<file path="src/rtl/hamming_pkg.sv">
// Shared Hamming(15,11) definitions used by both the streaming encoder and
// the correcting decoder: code types, parity positions, the data-to-codeword
// placement and the encode function.
package hamming_pkg;

   typedef logic [11:1] data_t;
   typedef logic [15:1] code_t;

   // Parity bits sit at the power-of-two codeword positions.
   localparam int unsigned P1 = 1;
   localparam int unsigned P2 = 2;
   localparam int unsigned P4 = 4;
   localparam int unsigned P8 = 8;

   // Occupancy classes of the codeword FIFO.
   typedef enum logic [1:0] {
      FILL_EMPTY   = 2'd0,
      FILL_PARTIAL = 2'd1,
      FILL_FULL    = 2'd2
   } fill_t;

   // Data-to-codeword map: cw[15:9]=d[11:5], cw[7:5]=d[4:2], cw[3]=d[1].
   // Parity positions are left at zero.
   function automatic code_t hamming_place(input data_t d);
      code_t cw;
      cw       = '0;
      cw[15:9] = d[11:5];
      cw[7:5]  = d[4:2];
      cw[3]    = d[1];
      return cw;
   endfunction

   // Full codeword: placed data plus the four even-parity bits.
   function automatic code_t hamming_encode(input data_t d);
      code_t cw;
      cw     = hamming_place(d);
      cw[P8] = ^d[11:5];
      cw[P4] = (^d[11:8]) ^ (^d[4:2]);
      cw[P2] = d[11] ^ d[10] ^ d[7] ^ d[6] ^ d[4] ^ d[3] ^ d[1];
      cw[P1] = d[11] ^ d[9] ^ d[7] ^ d[5] ^ d[4] ^ d[2] ^ d[1];
      return cw;
   endfunction

endpackage

</file>
<file path="src/rtl/hamming_enc_stream_if.sv">
// Stream bundle for the Hamming encoder: data-in handshake with error
// injection controls, and codeword-out handshake.
interface hamming_enc_stream_if;
   import hamming_pkg::*;

   logic       in_valid;
   logic       in_ready;
   data_t      in_data;
   logic       inj_en;
   logic [3:0] inj_pos;
   logic       out_valid;
   logic       out_ready;
   code_t      out_code;

   modport master (
      output in_valid, in_data, inj_en, inj_pos, out_ready,
      input  in_ready, out_valid, out_code
   );

   modport slave (
      input  in_valid, in_data, inj_en, inj_pos, out_ready,
      output in_ready, out_valid, out_code
   );

endinterface

</file>
<file path="src/rtl/hamming_enc_stream_cw_fifo.sv">
// Single-clock codeword FIFO. Occupancy is tracked by a small fill-state
// machine alongside the count so full/empty come straight from a register.
//
//   state        | meaning
//   -------------+----------------------------------------
//   FILL_EMPTY   | count == 0, nothing to present
//   FILL_PARTIAL | 0 < count < DEPTH, push and pop allowed
//   FILL_FULL    | count == DEPTH, pushes refused
module cw_fifo
   import hamming_pkg::*;
#(
   parameter int unsigned DEPTH = 2,
   parameter int unsigned WIDTH = 15
) (
   input  logic             clk,
   input  logic             rst_n,
   input  logic             push,
   input  logic             pop,
   input  logic [WIDTH-1:0] din,
   output logic [WIDTH-1:0] dout,
   output logic             full,
   output logic             empty
);

   localparam int unsigned PTR_W = (DEPTH > 1) ? $clog2(DEPTH) : 1;
   localparam int unsigned CNT_W = $clog2(DEPTH + 1);

   logic [WIDTH-1:0] mem [DEPTH];
   logic [PTR_W-1:0] wr_ptr;
   logic [PTR_W-1:0] rd_ptr;
   logic [CNT_W-1:0] count;
   logic [CNT_W-1:0] count_nxt;
   fill_t            state;
   fill_t            state_nxt;
   logic             push_ok;
   logic             pop_ok;

   assign full    = (state == FILL_FULL);
   assign empty   = (state == FILL_EMPTY);
   assign push_ok = push && !full;
   assign pop_ok  = pop && !empty;
   // Empty presents zero so the head never shows a discarded entry.
   assign dout    = empty ? '0 : mem[rd_ptr];

   // Next occupancy and fill class; push+pop together leaves count unchanged.
   always_comb begin
      count_nxt = count;
      state_nxt = state;
      case ({push_ok, pop_ok})
         2'b10:   count_nxt = count + CNT_W'(1);
         2'b01:   count_nxt = count - CNT_W'(1);
         default: count_nxt = count;
      endcase
      if (count_nxt == '0)
         state_nxt = FILL_EMPTY;
      else if (count_nxt == CNT_W'(DEPTH))
         state_nxt = FILL_FULL;
      else
         state_nxt = FILL_PARTIAL;
   end

   // Fill state, count and pointers; pointers wrap naturally at DEPTH.
   always_ff @(posedge clk or negedge rst_n) begin
      if (!rst_n) begin
         state  <= FILL_EMPTY;
         count  <= '0;
         wr_ptr <= '0;
         rd_ptr <= '0;
      end else begin
         state <= state_nxt;
         count <= count_nxt;
         if (push_ok)
            wr_ptr <= wr_ptr + PTR_W'(1);
         if (pop_ok)
            rd_ptr <= rd_ptr + PTR_W'(1);
      end
   end

   // Entry storage, cleared on reset so nothing stale survives it.
   always_ff @(posedge clk or negedge rst_n) begin
      if (!rst_n)
         mem <= '{default: '0};
      else if (push_ok)
         mem[wr_ptr] <= din;
   end

endmodule

</file>
<file path="src/rtl/hamming_enc_stream.sv">
// Streaming Hamming(15,11) encoder: encodes accepted words, optionally flips
// one codeword bit for decoder self-test, buffers codewords in a FIFO and
// keeps a running count of accepted words.
module hamming_enc_stream
   import hamming_pkg::*;
#(
   parameter int unsigned DEPTH = 2,
   parameter int unsigned CNT_W = 16
) (
   input  logic                   clk,
   input  logic                   rst_n,
   hamming_enc_stream_if.slave    bus,
   output logic [CNT_W-1:0]       word_cnt
);

   logic  init_done;
   logic  fifo_full;
   logic  fifo_empty;
   logic  accept;
   logic  pop;
   code_t enc_code;
   code_t push_code;
   code_t head_code;
   logic [14:0] flip_mask;

   // in_ready depends only on registered state, never on out_ready.
   assign bus.in_ready  = init_done && !fifo_full;
   assign accept        = bus.in_valid && bus.in_ready;
   assign bus.out_valid = !fifo_empty;
   assign pop           = bus.out_valid && bus.out_ready;
   assign bus.out_code  = head_code;

   assign enc_code  = hamming_encode(bus.in_data);
   assign push_code = enc_code ^ flip_mask;

   // One-hot flip mask for the requested codeword position; position 0 is a no-op.
   always_comb begin
      flip_mask = '0;
      if (bus.inj_en && (bus.inj_pos != 4'd0))
         flip_mask[bus.inj_pos - 4'd1] = 1'b1;
   end

   // init_done holds off the first accept until one edge after reset release.
   always_ff @(posedge clk or negedge rst_n) begin
      if (!rst_n)
         init_done <= 1'b0;
      else
         init_done <= 1'b1;
   end

   // Accepted-word counter, wraps modulo 2^CNT_W.
   always_ff @(posedge clk or negedge rst_n) begin
      if (!rst_n)
         word_cnt <= '0;
      else if (accept)
         word_cnt <= word_cnt + CNT_W'(1);
   end

   cw_fifo #(
      .DEPTH (DEPTH),
      .WIDTH (15)
   ) u_cw_fifo (
      .clk   (clk),
      .rst_n (rst_n),
      .push  (accept),
      .pop   (pop),
      .din   (push_code),
      .dout  (head_code),
      .full  (fifo_full),
      .empty (fifo_empty)
   );

endmodule

</file>
<file path="src/flat_wrapper.sv">
// flat-port wrapper written by rule: the top's interface ports become plain ports
module hamming_enc_stream_flat import hamming_pkg::*;
#(
   parameter int unsigned DEPTH = 2,
   parameter int unsigned CNT_W = 16
)
  (clk, rst_n, word_cnt, bus_in_valid, bus_in_data, bus_inj_en, bus_inj_pos, bus_out_ready, bus_in_ready, bus_out_valid, bus_out_code);
  hamming_enc_stream_if bus_i ();
  input  logic clk;
  input  logic rst_n;
  output logic [CNT_W-1:0] word_cnt;
  input wire logic [$bits(bus_i.in_valid)-1:0] bus_in_valid;
  input wire logic [$bits(bus_i.in_data)-1:0] bus_in_data;
  input wire logic [$bits(bus_i.inj_en)-1:0] bus_inj_en;
  input wire logic [$bits(bus_i.inj_pos)-1:0] bus_inj_pos;
  input wire logic [$bits(bus_i.out_ready)-1:0] bus_out_ready;
  output wire logic [$bits(bus_i.in_ready)-1:0] bus_in_ready;
  output wire logic [$bits(bus_i.out_valid)-1:0] bus_out_valid;
  output wire logic [$bits(bus_i.out_code)-1:0] bus_out_code;
  assign bus_i.in_valid = bus_in_valid;
  assign bus_i.in_data = bus_in_data;
  assign bus_i.inj_en = bus_inj_en;
  assign bus_i.inj_pos = bus_inj_pos;
  assign bus_i.out_ready = bus_out_ready;
  assign bus_in_ready = bus_i.in_ready;
  assign bus_out_valid = bus_i.out_valid;
  assign bus_out_code = bus_i.out_code;
  hamming_enc_stream #(.DEPTH(DEPTH), .CNT_W(CNT_W)) u_core (.clk(clk), .rst_n(rst_n), .bus(bus_i), .word_cnt(word_cnt));
endmodule
</file>
<file path="config.mk">
export PLATFORM = sky130hd
export DESIGN_NAME = hamming_enc_stream_flat
export DESIGN_NICKNAME = d
export VERILOG_FILES = /design/src/rtl/hamming_pkg.sv /design/src/rtl/hamming_enc_stream_if.sv /design/src/rtl/hamming_enc_stream_cw_fifo.sv /design/src/rtl/hamming_enc_stream.sv /design/src/flat_wrapper.sv
export SDC_FILE = /design/constraint.sdc
export NUM_CORES = 1
export LEC_CHECK = 0
export CORE_MARGIN = 3
export CORE_UTILIZATION = 50
export DETAILED_ROUTE_END_ITERATION = 8
export PLACE_DENSITY = 0.79
export SYNTH_ARGS = -nofsm -noshare
export SYNTH_HDL_FRONTEND = slang
export SYNTH_SLANG_ARGS = --single-unit
</file>
<file path="constraint.sdc">
create_clock -name clk -period 4.3 [get_ports clk]
set_input_delay 1.075 -clock clk [delete_from_list [all_inputs] [get_ports clk]]
set_output_delay 1.075 -clock clk [all_outputs]
set_load 0.02 [all_outputs]
</file>
# Yosys cells after proc, flatten, opt, wreduce, memory -nomap -nowiden
# Cells that the tools add are included.
[totals]
register_bits = 53
word_cells = 68
out_inout_bits = 33
[classes]
n_eq_ne = 4
n_bitwise = 16
n_reduce_logical = 16
magnitude_cmp = 5
n_mux = 13
n_addsub = 6
[op_table]
columns = ["op", "count"]
rows = [
  ["15-bit 2-to-1 mux", 6],
  ["30-bit bitwise mux", 1],
  ["16-bit by 1-bit adder with 16-bit output (second input constant)", 1],
  ["15-bit demux with 1-bit select", 1],
  ["15-bit XOR", 1],
  ["1-bit XOR", 13],
  ["1-bit logical AND", 8],
  ["7-bit parity", 1],
  ["2-bit == test (second input constant)", 3],
  ["4-bit by 5-bit < comparator with 1-bit output (second input constant)", 1],
  ["1-bit demux with 4-bit select", 1],
  ["2-bit greater-or-equal comparator (second input constant)", 2],
  ["4-bit by 1-bit greater-or-equal comparator with 1-bit output (second input constant)", 1],
  ["2-bit logical NOT", 2],
  ["2-bit 2-to-1 mux", 2],
  ["1-bit inverter with 2-bit output", 2],
  ["2-bit one-hot mux with 2 select lines", 1],
  ["4-bit nonzero test", 1],
  ["4-bit parity", 1],
  ["4-bit by 1-bit subtractor with 4-bit output (second input constant)", 1],
  ["3-bit parity", 1],
  ["1-bit adder (second input constant)", 2],
  ["2-bit by 1-bit adder with 2-bit output (second input constant)", 1],
  ["2-bit by 1-bit == test with 1-bit output (second input constant)", 1],
  ["other kinds (4)", 5],
]

# Depth between registers and ports, before layout
[depth]
depth_word = 10
depth_mapped = 8
depth_no_buf = 8

# Hierarchy
# From an unflattened synthesis, not the netlist that was laid out.
[unflattened]
hier_cells = 234
area_unflattened_um2 = 2791.4
[by_module_without_submodules]
columns = ["module", "instances", "cells_per_inst", "area_each_um2"]
rows = [
  ["cw_fifo", 1, 119, 1604.0],
  ["hamming_enc_stream", 1, 115, 1187.4],
]

# Worst setup path after synthesis
# Ideal clock, no wire load.
[synth_timing]
kind = "register -> output"
from = "register u_core.u_cw_fifo.rd_ptr"
to = "output bus_out_code[10]"
setup_slack_ns = 1.901
stages_incl_launch_ff = 5
arrival_ns = 1.324
n_path_buf = 2
cell_sequence = "dfrtp_1 -> clkbuf_1 -> buf_2 -> mux2i_1 -> nor2_1"
[synth_via]
elab_chain_len = 5
[synth_lines]
columns = ["element", "line", "rtl"]
rows = [
  ["start: declaration", "hamming_enc_stream_cw_fifo.sv:30", "logic [PTR_W-1:0] rd_ptr;"],
  ["start signal: assignment", "hamming_enc_stream_cw_fifo.sv:75", "rd_ptr <= rd_ptr + PTR_W'(1);"],
  ["1-bit inverter with 2-bit output (not written as such)", "hamming_enc_stream_cw_fifo.sv:43", "assign dout = empty ? '0 : mem[rd_ptr];"],
  ["15-bit 2-to-1 mux (not written as such) (3 in series)", "hamming_enc_stream_cw_fifo.sv:43", ""],
  ["15-bit 2-to-1 mux", "hamming_enc_stream_cw_fifo.sv:43", ""],
  ["end: declaration", "flat_wrapper.sv:19", "output wire logic [$bits(bus_i.out_code)-1:0] bus_out_code;"],
]
# Every way passes these cells. The select of a mux whose other input is x is not followed.

# Final worst setup path
[layout_timing]
from = "register u_core.u_cw_fifo.rd_ptr"
to = "output bus_out_code[3]"
# Same word-level chain as after synthesis.

==> out/metrics.csv <==
metric,value,unit
status,finished clean,
share of the synthesized area in the top cell type,48.5,%
# H-tree levels,2,
Non-Filler Instances,379,
max_cap viols,0,
final setup vio count,0,
NumNets Final,331,
reg2reg start,u_core.u_cw_fifo.count[0],
root buf cell,clkbuf_8,
Num Clock Sinks,52,
Syn. warnings,0,
number of placed cells counting well taps,372,
DR vias/cell,5.13,
PD cells,635,nW/um^2
Tot GR Track Use,18.9,%
"IR drop worst, VDD",0.411,mV
Critical Path Start Type,flop,
reg2reg end,u_core.u_cw_fifo.state[1],
crit end category,output port,
postcts setup bufs,0,
ratio of cells with drive above 1 in the final layout,9.06,%
RSZ-0062 raised after global routing,no,
Detailed Route WL,5470,um
Synth Register Bits,52,
Synth area leader,dfrtp_1,
"Seq/Total Area, Yosys",48.5,%
global route overflow,0,
Gate Count Post-Synth,254,
async set-or-reset flop fraction in the synthesized netlist,100,%
GP Congestion,0.842,
critical path type,reg2out,
CP Capture Point,bus_out_code[3],
Slew HR,37.7,%
arrival time of the worst setup path,2230,ps
remaining antenna violation count after routing,0,
ys flop type,dfrtp_1,
final hold viol count,0,
Resized Gates After CTS,0,
Die X,79.3,um
Post-Syn Area,2680,um^2
Post-synth EDFFs,0,
clk slew on worst S/H paths,100,ps
"commonest non-fill, non-tap cell in the layout",dfrtp_1,
dpl hpwl,4010,um
Hold Crit Depth,1,
Tcrit/Tclk final,76.9,%
syn_nets,276,
WP data required,3220,ps
"Slew Viols, Final",0,
Lkg Pwr,1.46,nW
Core Area,5140,um^2
Core Rows,26,
Area Growth Syn to Fin,25.8,%
Clock Latency Late Sink,310,ps
Port Buffers,52,
Synth area leaders,"dfrtp_1 (48%), xnor2_1 (10%), nor2_1 (6.0%)",
Final min period,3310,ps
clk buf depth,2,
I/O pin total,53,
Worst Setup SP,u_core.u_cw_fifo.rd_ptr,
Layout Skew,11.8,ps
Hold WC Path Type,reg2reg,
slack of the worst reg-to-reg path,2110,ps
cts hold-fix bufs,0,
initial antenna violation count,0,
vias in the first global route,1924,
CTS buffer count,5,
Initial Utilization,52.2,%
most frequent cells in the layout,"dfrtp_1 (52), clkdlybuf4s50_1 (51), nor2_1 (43)",
R2R cell count,7,
pin count of the biggest net entering global routing,36,
Routed WL per cell,14.4,um
pin slew with the least headroom to its limit,935,ps
DRC violation total after the first TritonRoute iteration,116,
CTS tree,done,
Die Y,79.3,um
CP Max Fanout,16,
DRC viols,0,
routed vias,1946,
Post-Syn Area per Cell,10.6,um^2
Initial DRT Pass Iterations,4,
setup TNS,0,ps
first-pass GRT wire length,9100,um
# diodes,0,
highest clock rate,302,MHz
die footprint,6280,um^2
post-synth cell types,30,
routing by layer:
layer / vias up / wire length (um) / global-route usage [%] / part of all wire [%]
li1: 950 / - / - / -
met1: 948 / 2500 / 25.4 / 46
met2: 43 / 2710 / 30.6 / 49
met3: 5 / 180 / 3.74 / 3.3
met4: 0 / 82 / 6.53 / 1.5
met5: - / 0 / 0 / 0
metrics by stage:
step	setup slack [ps]	power (mW)	hold slack [ps]	area [um^2]	util (%)
after CTS	995	2.17	472	3380	65.7
after global routing	902	2.29	484	3380	65.7
final	994	2.14	468	3380	65.7
after global placement	1330	1.86	444	3290	63.9
after floorplan	1900	1.45	431	2680	-
after detailed placement	1290	1.88	456	3290	63.9
synth_stat cells (2+ instances only):
cell type / count
inv_2: 2
nand2b_1: 3
nand3_1: 12
mux2_2: 8
nor2b_1: 2
nand3b_1: 2
and2_1: 3
xnor3_1: 4
nor3_1: 3
nand2_1: 16
and3_1: 4
nor4_2: 2
mux2i_1: 15
clkbuf_1: 7
xor2_1: 12
nor2_1: 43
xnor2_1: 31
ha_1: 2
dfrtp_1: 52
a21oi_1: 11
o21ai_1: 11
flip-flops by register name, indices dropped and copies added, names as in the netlist:
register,flops
u_core.u_cw_fifo.count,2
u_core.u_cw_fifo.mem,30
u_core.u_cw_fifo.rd_ptr,1
u_core.u_cw_fifo.state,1
u_core.word_cnt,16
u_core.init_done,1
u_core.u_cw_fifo.wr_ptr,1
final cells by class:
type                            instances  area, um^2
Clock buffer                            6        82.6
Clock inverter                          1        8.76
Fill cell                             447        1760
Inverter                                2        7.51
Multi-Input combinational cell        192        1340
Sequential cell                        52        1300
Tap cell                               70        87.6
Timing Repair Buffer                   56         546
report_power, final:
part | internal [mW] | total, mW | switching [mW]
clock network | 0.129 | 0.287 | 0.158
registers | 0.675 | 0.837 | 0.162
logic | 0.521 | 1.02 | 0.498
cells by family after synthesis:
group / after synthesis / synth area share [%]
mux: 24 / 9.37
buf+inv: 10 / 1.45
simple gates: 95 / 17.2
other cells: 1 / 0.140
xor+xnor: 48 / 18.3
compound gates: 22 / 4.10
fa+ha+maj: 2 / 0.932
flops: 52 / 48.5
worst max-delay path, stage by stage, from the launching register on:
cell             delay (ps)
dfrtp_1                 970
mux2i_1                 210
nor2_1                  130
clkdlybuf4s50_1         610
how the worst min path moves through the flow:
stage / to / from / slack, ps
after detailed placement: u_core.u_cw_fifo.count[1] / u_core.u_cw_fifo.count[1] / 460
after global routing: u_core.u_cw_fifo.count[1] / u_core.u_cw_fifo.count[1] / 480
after CTS: u_core.u_cw_fifo.count[1] / u_core.u_cw_fifo.count[1] / 470
final: u_core.u_cw_fifo.count[1] / u_core.u_cw_fifo.count[1] / 470
after global placement: u_core.u_cw_fifo.count[1] / u_core.u_cw_fifo.count[1] / 440
after floorplan: u_core.u_cw_fifo.count[1] / u_core.u_cw_fifo.count[1] / 430
Note: power is estimated with default switching activity, not from simulation.
